==> src/rtl/clk_div_ctrl.sv <==
// Ratio/enable sequencer for an integer clock divider: handshaked ratio loads, glitch-free gating, lock detect.
// Optional lock watchdog is compiled in when CLK_DIV_CTRL_LOCK_TIMEOUT_EN is defined.
module clk_div_ctrl #(
  parameter int unsigned WIDTH         = 8,
  parameter int unsigned SETTLE_CYCLES = 4
) (
  input  logic             I_ref_clk,
  input  logic             I_rst_n,
  input  logic             I_req_valid,
  input  logic [WIDTH-1:0] I_req_ratio,
  output logic             o_req_ready,
  input  logic             I_stop,
  input  logic             I_div_clk,
  output logic             o_clk_en,
  output logic [WIDTH-1:0] o_div_ratio,
  output logic             o_locked,
  output logic             o_err
);

  typedef enum logic [1:0] {
    IDLE     = 2'd0,
    WAIT_LOW = 2'd1,
    GATE     = 2'd2,
    RUN      = 2'd3
  } state_e;

  localparam logic [3:0]       SETTLE_LAST = 4'(SETTLE_CYCLES - 1);
  localparam logic [WIDTH-1:0] RATIO_ONE   = WIDTH'(1);
  localparam logic [WIDTH-1:0] RATIO_ZERO  = WIDTH'(0);

  state_e           state_q;
  logic [WIDTH-1:0] ratio_q;
  logic             stop_q;
  logic             div_q;
  logic [3:0]       settle_q;
  logic [1:0]       edges_q;
  logic             clk_en_q;
  logic [WIDTH-1:0] div_ratio_q;
  logic             locked_q;
  logic             err_q;

  logic hs_s;
  logic legal_s;
  logic rise_s;

`ifdef CLK_DIV_CTRL_LOCK_TIMEOUT_EN
  localparam logic [WIDTH+1:0] WD_ONE  = (WIDTH+2)'(1);
  localparam logic [WIDTH+1:0] WD_BIAS = (WIDTH+2)'(4);
  logic [WIDTH+1:0] wd_q;
  logic [WIDTH+1:0] wd_limit_s;
  assign wd_limit_s = {1'b0, ratio_q, 1'b0} + WD_BIAS;
`endif

  assign o_req_ready = (state_q == IDLE) | ((state_q == RUN) & ~I_stop);
  assign hs_s        = I_req_valid & o_req_ready;
  assign legal_s     = hs_s & (I_req_ratio != RATIO_ZERO);
  assign rise_s      = I_div_clk & ~div_q;

  assign o_clk_en    = clk_en_q;
  assign o_div_ratio = div_ratio_q;
  assign o_locked    = locked_q;
  assign o_err       = err_q;

  // Sequencer FSM; divider controls and status lag the state by one cycle.
  always_ff @(posedge I_ref_clk) begin
    if (!I_rst_n) begin
      state_q     <= IDLE;
      ratio_q     <= RATIO_ONE;
      stop_q      <= 1'b0;
      div_q       <= 1'b0;
      settle_q    <= 4'd0;
      edges_q     <= 2'd0;
      clk_en_q    <= 1'b0;
      div_ratio_q <= RATIO_ONE;
      locked_q    <= 1'b0;
      err_q       <= 1'b0;
`ifdef CLK_DIV_CTRL_LOCK_TIMEOUT_EN
      wd_q        <= '0;
`endif
    end else begin
      div_q    <= I_div_clk;
      clk_en_q <= (state_q == WAIT_LOW) || (state_q == RUN);
      if (state_q == GATE) begin
        div_ratio_q <= ratio_q;
      end

      case (state_q)
        IDLE: begin
          locked_q <= 1'b0;
          edges_q  <= 2'd0;
          if (legal_s) begin
            state_q  <= GATE;
            settle_q <= 4'd0;
          end
        end
        WAIT_LOW: begin
          // Only drop the enable while the divided clock is low, so no runt high pulse escapes.
          if (!I_div_clk) begin
            state_q  <= stop_q ? IDLE : GATE;
            stop_q   <= 1'b0;
            settle_q <= 4'd0;
          end
        end
        GATE: begin
          if (settle_q == SETTLE_LAST) begin
            state_q <= RUN;
          end else begin
            settle_q <= settle_q + 4'd1;
          end
        end
        RUN: begin
          if (I_stop) begin
            state_q <= WAIT_LOW;
            stop_q  <= 1'b1;
          end else if (legal_s) begin
            state_q <= WAIT_LOW;
          end
          if (!locked_q) begin
            if (ratio_q == RATIO_ONE) begin
              locked_q <= 1'b1;
            end else if (rise_s) begin
              if (edges_q == 2'd1) begin
                locked_q <= 1'b1;
              end
              edges_q <= edges_q + 2'd1;
            end
          end
        end
        default: state_q <= IDLE;
      endcase

`ifdef CLK_DIV_CTRL_LOCK_TIMEOUT_EN
      // Watchdog restarts on every divided-clock rise and saturates at its limit.
      if ((state_q == RUN) && !locked_q && (ratio_q != RATIO_ONE)) begin
        if (rise_s) begin
          wd_q <= '0;
        end else if (wd_q != wd_limit_s) begin
          wd_q <= wd_q + WD_ONE;
          if ((wd_q + WD_ONE) == wd_limit_s) begin
            err_q <= 1'b1;
          end
        end
      end else begin
        wd_q <= '0;
      end
`endif

      if (legal_s) begin
        ratio_q  <= I_req_ratio;
        locked_q <= 1'b0;
        edges_q  <= 2'd0;
        err_q    <= 1'b0;
`ifdef CLK_DIV_CTRL_LOCK_TIMEOUT_EN
        wd_q     <= '0;
`endif
      end else if (hs_s) begin
        err_q <= 1'b1;
      end
    end
  end

endmodule

==> config.mk <==
export PLATFORM = sky130hd
export DESIGN_NAME = clk_div_ctrl
export DESIGN_NICKNAME = d
export VERILOG_FILES = /design/src/rtl/clk_div_ctrl.sv
export SDC_FILE = /design/constraint.sdc
export NUM_CORES = 1
export LEC_CHECK = 0
export BUFFER_PORTS_ARGS = -buffer_cell sky130_fd_sc_hd__buf_4
export CORE_UTILIZATION = 55
export CTS_BUF_LIST = sky130_fd_sc_hd__clkbuf_16
export CTS_CLUSTER_SIZE = 28
export DETAILED_ROUTE_END_ITERATION = 10
export PLACE_DENSITY = 0.79
export SLEW_MARGIN = 20
export SYNTH_ARGS = -nofsm -noshare
export SYNTH_HDL_FRONTEND = slang
export SYNTH_SLANG_ARGS = --single-unit
==> constraint.sdc <==
create_clock -name I_ref_clk -period 3.6 [get_ports I_ref_clk]
set_input_delay 0.18 -clock I_ref_clk [delete_from_list [all_inputs] [get_ports I_ref_clk]]
set_output_delay 0.18 -clock I_ref_clk [all_outputs]
set_load 0.05 [all_outputs]
==> results.json <==
{
  "setup_tns_ns": 0,
  "rsz0062_at_grt": "no",
  "hold_class": "in -> reg",
  "clock_path_buffers": 2,
  "wl_per_cell_um": 16.1,
  "die_y_um": 52.6,
  "num_vias": 1218,
  "endpoint_kind": "flip-flop",
  "regToRegSetupSlack_ns": 1.30,
  "p_per_area_mw_per_mm2": 704,
  "crit_family": "adder cells",
  "yosysUniqueCellTypes": 47,
  "setup_viol": 0,
  "syn-instance-count": 149,
  "worstMarginPinSlew_ns": 0.940,
  "grtUsageTotal": 0.282,
  "clock_skew_ns": 0.00204,
  "core_mm2": 0.00232,
  "crit_buf_inv": 1,
  "diodes": 0,
  "hold_buffers": 0,
  "cts_tree": "yes",
  "viasPerCell": 5.97,
  "crit_fanout": 15,
  "placementRows": 17,
  "wirelength_um": 3280,
  "synth_async_sr_flop_share": 0,
  "cap_violations": 0,
  "syn_nets": 169,
  "clock_power_share": 0.368,
  "drv_slew": 0,
  "placed_cells": 197,
  "syn-cell-area_mm2": 0.00141,
  "drtPass1Iterations": 4,
  "crit-reg2reg-launch": "state_q[0]",
  "synth_flop_cell": "dfxtp_1",
  "gp_congestion": 0.809,
  "hpwl_um": 2170,
  "irDropWorstVdd_mv": 0.607,
  "cp_cell_sequence": "inv_1 -> ha_1 -> or3_1 -> o2111ai_1 -> or2_1 -> o41ai_1",
  "clock-sinks": 29,
  "numCtsBuffers": 5,
  "p_sw_uw": 405,
  "fin_ws_ns": 1.30,
  "final_cell_mix": "dfxtp_1 (29), buf_4 (24), nor2_1 (23)",
  "status": "finished clean",
  "pwr-share-comb": 0.321,
  "slew_headroom": 0.374,
  "grt-ovfl-total": 0,
  "die_x_um": 52.6,
  "start_util": 0.607,
  "rr_worst_depth": 6,
  "final_cells": 204,
  "synth_edf_count": 0,
  "yosysWarnings": 0,
  "grt_pass1_wl_um": 5410,
  "die_area_mm2": 0.00277,
  "cts_root_buf": "clkbuf_16",
  "worstHoldStart": "I_req_ratio[0]",
  "cts_resized": 0,
  "ys_ff_latch": 29,
  "port_buffers": 24,
  "grt_pass1_vias": 1121,
  "max_freq_ghz": 0.435,
  "cpMaxStageDelayCell": "ha_1",
  "clkSlewWorstSetupHoldPaths_ns": 0.05,
  "worstSkewPairLatency_ns": 0.27,
  "avgSynthCellArea_um2": 9.45,
  "nets": 196,
  "seq_area_frac_synth": 0.412,
  "critPathArrivalTime_ns": 2.46,
  "drt_iter0_drc": 19,
  "post_cts_buffers": 0,
  "path_class": "reg -> reg",
  "layout_commonest_cell": "dfxtp_1",
  "total_power_uw": 1240,
  "slowest_delay_ns": 0.60,
  "htree_num_levels": 2,
  "crit_path_start_kind": "flip-flop",
  "timing.rr.end": "settle_q[2]",
  "p_int_uw": 833,
  "holdPathEnd": "ratio_q[0]",
  "p_leak_uw": 0.000729,
  "switching_share": 0.327,
  "grt_max_degree": 20,
  "drc": 0,
  "crit_required_ns": 3.76,
  "antenna_found_initial": 0,
  "drive_gt1_frac": 0.216,
  "pwr-share-seq": 0.311,
  "ios": 25,
  "period_share": 0.638,
  "drtAntennaViolNets": 0,
  "syn_to_final_growth_pct": 25.0,
  "post-place-ws_ns": 1.34,
  "post-route-min-period_ns": 2.30,
  "finalHoldViolCount": 0,
  "worstHoldPathCells": 3
}
[kinds of logic (layout without fill, tap and decap cells)]
group	count (synthesis)	in the layout	share of synthesized area
simple gates	57	57	0.220
buf+inv	13	40	0.0409
mux	19	19	0.137
compound gates	24	24	0.128
flops	29	29	0.412
fa+ha+maj	7	7	0.0622
[worst min-delay path: stages]
cell and delay, ns:
buf_4 0.09, mux2i_1 0.06, nand2_1 0.06
[synthesized netlist by cell type, types with 2 or more instances]
library cell | n | area [um^2]
nand4_1 | 2 | 12.5
ha_1 | 7 | 87.6
nand2b_1 | 2 | 12.5
o21ai_0 | 2 | 10.0
or3_1 | 3 | 18.8
or2_1 | 2 | 12.5
nand2_1 | 9 | 33.8
and2_1 | 3 | 18.8
nor2_1 | 23 | 86.3
inv_1 | 8 | 30.0
a21oi_1 | 7 | 35.0
or4_1 | 2 | 15.0
dfxtp_1 | 29 | 581
mux2i_1 | 17 | 170
[power groups by stage]
stage / Sequential (uW) / Combinational (uW) / Clock, uW
global placement: 389 / 376 / 0
CTS: 386 / 396 / 462
global route: 390 / 430 / 475
finish: 385 / 398 / 455
floorplan: 425 / 265 / 0
detailed placement: 391 / 384 / 0
[sequential cells by signal, summed over array words and instances, names as in the netlist]
register / cells
div_q: 1
edges_q: 2
o_clk_en: 1
o_div_ratio: 8
o_err: 1
o_locked: 1
ratio_q: 8
settle_q: 4
state_q: 2
stop_q: 1
[metal layers]
metal / global-route usage / part of all wire
met2: 0.481 / 0.51
met5: 0 / 0
met1: 0.324 / 0.43
met4: 0.0877 / 0.0079
met3: 0.104 / 0.055
[through the flow]
stage          cell area, um^2   util  hold WS (ns)
2_1_floorplan             1410      -         0.302
3_3_place_gp              1600  0.690         0.404
3_5_place_dp              1600  0.690         0.416
4_1_cts                   1760  0.759         0.138
5_1_grt                   1760  0.759         0.145
6_report                  1760  0.759         0.145
[worst max-delay path by stage]
| stage | from | end | cells after the start |
|---|---|---|---|
| floorplan | state_q[0] | state_q[1] | 5 |
| global route | state_q[0] | settle_q[2] | 6 |
| detailed placement | state_q[0] | settle_q[2] | 6 |
| global placement | I_req_ratio[5] | state_q[1] | 5 |
| finish | state_q[0] | settle_q[2] | 6 |
| CTS | state_q[0] | settle_q[2] | 6 |
[layout make-up]
type / count / area [um^2]
multi-input combinational: 107 / 769
inverter: 9 / 33.8
fill: 176 / 559
clock buffer: 5 / 125
timing repair buffer: 24 / 180
sequential: 29 / 581
tap: 28 / 35.0
clock inverter: 2 / 35.0
Note: power is estimated with default switching activity, not from simulation.
